`src/rtl/mix_columns_serial.sv`:
```
// AES MixColumns stage with valid/ready handshakes on both sides.
// Each CALC cycle transforms COLS_PER_CYCLE columns using shared column mixers.
// A per-block bypass passes the state through unchanged for the final round.
// Optional macro INV_MIX_COLUMNS_EN adds i_inverse to select InvMixColumns.
module mix_columns_serial #(
    parameter int COLS_PER_CYCLE = 1
) (
    input  logic         i_clock,
    input  logic         i_reset,
    input  logic         i_valid,
    output logic         o_ready,
    input  logic [0:127] i_data,
    input  logic         i_bypass,
`ifdef INV_MIX_COLUMNS_EN
    input  logic         i_inverse,
`endif
    output logic         o_valid,
    input  logic         i_ready,
    output logic [0:127] o_data
);

    generate
        if (COLS_PER_CYCLE != 1 && COLS_PER_CYCLE != 2 && COLS_PER_CYCLE != 4) begin : g_bad_cols
            $error("COLS_PER_CYCLE must be 1, 2 or 4");
        end
    endgenerate

    localparam int         NCYC     = 4 / COLS_PER_CYCLE;
    localparam logic [1:0] CNT_LAST = 2'(NCYC - 1);

    localparam logic [1:0] ST_IDLE = 2'd0;
    localparam logic [1:0] ST_CALC = 2'd1;
    localparam logic [1:0] ST_OUT  = 2'd2;

    logic [1:0]   r_state;
    logic [1:0]   r_cnt;
    logic [0:127] r_in;
    logic [0:127] r_data;
`ifdef INV_MIX_COLUMNS_EN
    logic         r_inv;
`endif

    logic [1:0]   w_col_idx [COLS_PER_CYCLE];
    logic [31:0]  w_col_in  [COLS_PER_CYCLE];
    logic [31:0]  w_col_res [COLS_PER_CYCLE];

    function automatic logic [7:0] xtime(input logic [7:0] x);
        return {x[6:0], 1'b0} ^ (x[7] ? 8'h1b : 8'h00);
    endfunction

    // Row 0 of the column sits in the most significant byte.
    function automatic logic [31:0] fwd_mix(input logic [31:0] c);
        logic [7:0] a0, a1, a2, a3, t0, t1, t2, t3;
        a0 = c[31:24];
        a1 = c[23:16];
        a2 = c[15:8];
        a3 = c[7:0];
        t0 = xtime(a0);
        t1 = xtime(a1);
        t2 = xtime(a2);
        t3 = xtime(a3);
        return {t0 ^ t1 ^ a1 ^ a2 ^ a3,
                a0 ^ t1 ^ t2 ^ a2 ^ a3,
                a0 ^ a1 ^ t2 ^ t3 ^ a3,
                t0 ^ a0 ^ a1 ^ a2 ^ t3};
    endfunction

`ifdef INV_MIX_COLUMNS_EN
    // k is a constant coefficient; its set bits pick terms of the xtime chain.
    function automatic logic [7:0] mul_k(input logic [7:0] x, input logic [3:0] k);
        logic [7:0] x2, x4, x8;
        x2 = xtime(x);
        x4 = xtime(x2);
        x8 = xtime(x4);
        return (k[3] ? x8 : 8'h00) ^ (k[2] ? x4 : 8'h00) ^
               (k[1] ? x2 : 8'h00) ^ (k[0] ? x : 8'h00);
    endfunction

    function automatic logic [31:0] inv_mix(input logic [31:0] c);
        logic [7:0] a0, a1, a2, a3;
        a0 = c[31:24];
        a1 = c[23:16];
        a2 = c[15:8];
        a3 = c[7:0];
        return {mul_k(a0, 4'he) ^ mul_k(a1, 4'hb) ^ mul_k(a2, 4'hd) ^ mul_k(a3, 4'h9),
                mul_k(a0, 4'h9) ^ mul_k(a1, 4'he) ^ mul_k(a2, 4'hb) ^ mul_k(a3, 4'hd),
                mul_k(a0, 4'hd) ^ mul_k(a1, 4'h9) ^ mul_k(a2, 4'he) ^ mul_k(a3, 4'hb),
                mul_k(a0, 4'hb) ^ mul_k(a1, 4'hd) ^ mul_k(a2, 4'h9) ^ mul_k(a3, 4'he)};
    endfunction
`endif

    // One mixer per lane; the counter selects which columns the lanes see.
    genvar g;
    generate
        for (g = 0; g < COLS_PER_CYCLE; g++) begin : g_lane
            assign w_col_idx[g] = 2'(int'(r_cnt) * COLS_PER_CYCLE + g);
            assign w_col_in[g]  = r_in[32*w_col_idx[g] +: 32];
`ifdef INV_MIX_COLUMNS_EN
            assign w_col_res[g] = r_inv ? inv_mix(w_col_in[g]) : fwd_mix(w_col_in[g]);
`else
            assign w_col_res[g] = fwd_mix(w_col_in[g]);
`endif
        end
    endgenerate

    assign o_ready = (r_state == ST_IDLE);
    assign o_valid = (r_state == ST_OUT);
    assign o_data  = r_data;

    // Control FSM, input capture and column-by-column result update.
    always_ff @(posedge i_clock or posedge i_reset) begin
        if (i_reset) begin
            r_state <= ST_IDLE;
            r_cnt   <= 2'd0;
            r_in    <= '0;
            r_data  <= '0;
`ifdef INV_MIX_COLUMNS_EN
            r_inv   <= 1'b0;
`endif
        end else begin
            case (r_state)
                ST_IDLE: begin
                    if (i_valid) begin
                        r_in <= i_data;
`ifdef INV_MIX_COLUMNS_EN
                        r_inv <= i_inverse;
`endif
                        if (i_bypass) begin
                            r_data  <= i_data;
                            r_state <= ST_OUT;
                        end else begin
                            r_cnt   <= 2'd0;
                            r_state <= ST_CALC;
                        end
                    end
                end
                ST_CALC: begin
                    for (int j = 0; j < COLS_PER_CYCLE; j++) begin
                        r_data[32*w_col_idx[j] +: 32] <= w_col_res[j];
                    end
                    if (r_cnt == CNT_LAST) begin
                        r_cnt   <= 2'd0;
                        r_state <= ST_OUT;
                    end else begin
                        r_cnt <= r_cnt + 2'd1;
                    end
                end
                ST_OUT: begin
                    if (i_ready) begin
                        r_state <= ST_IDLE;
                    end
                end
                default: r_state <= ST_IDLE;
            endcase
        end
    end

endmodule
```
`config.mk`:
```
export PLATFORM = sky130hd
export DESIGN_NAME = mix_columns_serial
export DESIGN_NICKNAME = d
export VERILOG_FILES = /design/src/rtl/mix_columns_serial.sv
export SDC_FILE = /design/constraint.sdc
export NUM_CORES = 1
export LEC_CHECK = 0
export ABC_AREA = 1
export BUFFER_PORTS_ARGS = -buffer_cell sky130_fd_sc_hd__buf_2
export CORE_AREA = 2 2 176 178
export DETAILED_ROUTE_END_ITERATION = 8
export DIE_AREA = 0 0 178 180
export PLACE_DENSITY = 0.72
export SETUP_SLACK_MARGIN = 0.3
export SLEW_MARGIN = 20
export SYNTH_ARGS = -nofsm -noshare
export SYNTH_HDL_FRONTEND = slang
export SYNTH_SLANG_ARGS = --single-unit
export TNS_END_PERCENT = 20
```
`constraint.sdc`:
```
create_clock -name i_clock -period 11.5 [get_ports i_clock]
set_clock_uncertainty 0.1 [all_clocks]
set_input_delay 0 -clock i_clock [delete_from_list [all_inputs] [get_ports i_clock]]
set_output_delay 0 -clock i_clock [all_outputs]
set_load 0.1 [all_outputs]
```
==> metrics <==
number of global-route vias before repair 14.43k; register bit total from synthesis 260; worst hold stages 4; CTS sink count 260; critical path arrival 4.52 ns; Peak Freq 241.6 MHz; adder-cell share of the synthesized area 0.3363%; ys flop type dfrtp_1; XOR/XNOR Fraction of Synth Area 0.5212%; clk_lat worst skew 0.56 ns; status finished, final reports clean; antenna-violating nets left 0; Req. time, crit path 11.88 ns; PostCTS Resize Cnt 0; post-synthesis simple-gate area fraction 28.06%; Synth Area in Compound Gates 10.57%; FF/Latch Area 0.006510 mm²; most common cell after layout, fill and taps aside nand2_1; global route overflow 0; RSZ-0062 raised after global routing false; Post-synth EDFFs 0; final period utilization 36.00%; routed wl met2 26.37 mm; post-synthesis cell type count 34; Routed Wire Length 59.94 mm; r2r endpoint o_data[74]; Crit Path Class reg -> reg; Critical R2R Launch r_cnt[0]; Port Buffers 262; initial antenna violation count 1; Top Layer Used met5; most frequent cells in the layout nand2_1 (648), buf_2 (262), dfrtp_1 (259); number of top-level pins 263; DR iter-0 viols 1849; Core Rows 64; Post-Syn Area 0.01488 mm²; worst-case reg-to-reg path depth 12; Fillers 2540; Critical Path End Type flip-flop; Final Max Tran Viols 0; total of warnings raised by yosys 0; share of the synthesized area in the top cell type 43.72%; area of the multi-input gates 0.007313 mm²; Layout Area Growth over Synthesis 24.88%; actual slew at the worst max-slew pin 1.067 ns; Max Root-Sink Buffers 3; Min-Delay Startpoint i_valid; gr usage total 36.90%; nets 2364; clk slew on worst S/H paths 0.06 ns; Hold Fails Final Rpt 0; min cycle time layout 4.140 ns; register area share after synthesis 43.72%; share of cells above drive strength 1 21.94%; hold_buf cts 131; syn_nets 2031; WHS Endpoint r_cnt[1]; mean number of vias per cell 5.790; final setup fails 0; H-Tree Depth 1; total of max-cap violations 0; Die ar. 0.03204 mm²; Async SR Flop Fraction 100.0%; largest net degree at the start of global routing 123; total CTS buffers 28; Final HPWL DP 41.57 mm; setup TNS 0 ns; CTS tree done; WL met3 5.685 mm; via count 15.28k; Placeable Area 0.03019 mm²; largest family of logic cells by synthesized area simple AND/OR/NAND/NOR gates; Die X 178 µm; Pre-antenna DRT Iters 9; Worst slew margin 28.86%; detailed-routing wirelength on met1 23.75 mm; post-synth top area cell dfrtp_1; first-pass GRT wire length 88.45 mm; Die H 180 µm; r2r setup slk 7.36 ns; Post-Syn Instances 1894; Hold Path Class in -> reg; crit path max fanout 90; top cells by area, synth dfrtp_1 (44%), nand2_1 (16%), mux2_2 (9.4%); DRC 0; Initial Util 49.30%; root buf cell clkbuf_16; synthesized area per cell 7.858 µm²; mux contribution to synthesized area 9.382%; routed length per instance 22.71 µm; post-CTS setup buffers 0; CP Launch Type flip-flop; gp weighted congestion 1.048
## cell usage after synthesis, types with 9 or more instances
cell type	n
dfrtp_1	260
nand3_1	182
mux2_2	124
nand4_1	65
buf_2	30
nand2_1	649
buf_6	9
buf_1	12
clkbuf_1	46
nor2_1	42
a21boi_1	84
nand2_2	30
inv_1	143
a21oi_1	170
## sequential cells by signal, summed over array words and instances, names as in the netlist
register and flops:
o_data 128, r_cnt 2, r_in 128, r_state 2
## how the worst max path moves through the flow
stage	endpoint	cells after the start	start
global placement	o_data[8]	12	r_cnt[0]
detailed placement	o_data[8]	14	r_cnt[0]
floorplan	o_data[0]	1	i_reset
finish	o_data[74]	12	r_cnt[0]
CTS	o_data[8]	14	r_cnt[0]
global route	o_data[74]	12	r_cnt[0]
## metal layers
metal	vias to the layer above	global-route usage, %
met5	-	0
met2	888	55.01
met1	7319	49.68
met3	177	7.508
li1	6894	-
met4	2	21.54
## stage by stage
stage / setup slack [ns] / hold slack (ns) / std cells / area [µm²] / utilization [%]
after floorplan: 4.245 / 0.007312 / 1894 / 14880 / -
after global placement: 7.626 / 0.1154 / 2462 / 16320 / 54.06
after detailed placement: 7.580 / 0.1196 / 2462 / 16320 / 54.06
after CTS: 7.572 / 0.002444 / 2638 / 18580 / 61.56
after global routing: 7.230 / 0.06102 / 2638 / 18580 / 61.56
final: 7.360 / 0.01840 / 2639 / 18590 / 61.57
## worst max-delay path, cell delays in order (launching register included)
cell and delay (ns):
dfrtp_4 0.71, inv_6 0.38, buf_4 0.76, nand2_1 0.20, nand3_1 0.27, nand2_2 0.15
inv_1 0.16, nand3_1 0.11, nand2_1 0.08, nand2_1 0.04, nand2_1 0.52, nand3_1 0.25
a21boi_1 0.18
## kinds of logic after synthesis
family                   count (synthesis)
XOR/XNOR                                 8
AND/OR/NAND/NOR                        977
multiplexers                           124
flip-flops                             260
AO/OA/AOI/OAI                          267
buffers and inverters                  254
adder cells (fa/ha/maj)                  4
## final cells by class
class	count	area share, %
multi-input combinational	1380	39.35
sequential	260	35.03
timing repair buffer	408	14.72
clock buffer	37	4.167
inverter	149	3.103
tap	396	2.666
clock inverter	8	0.9626
antenna	1	0.01346
Power is left out: the tool's default activity adds up to more than one toggle a clock period on the data nets, which glitch-free logic cannot reach.
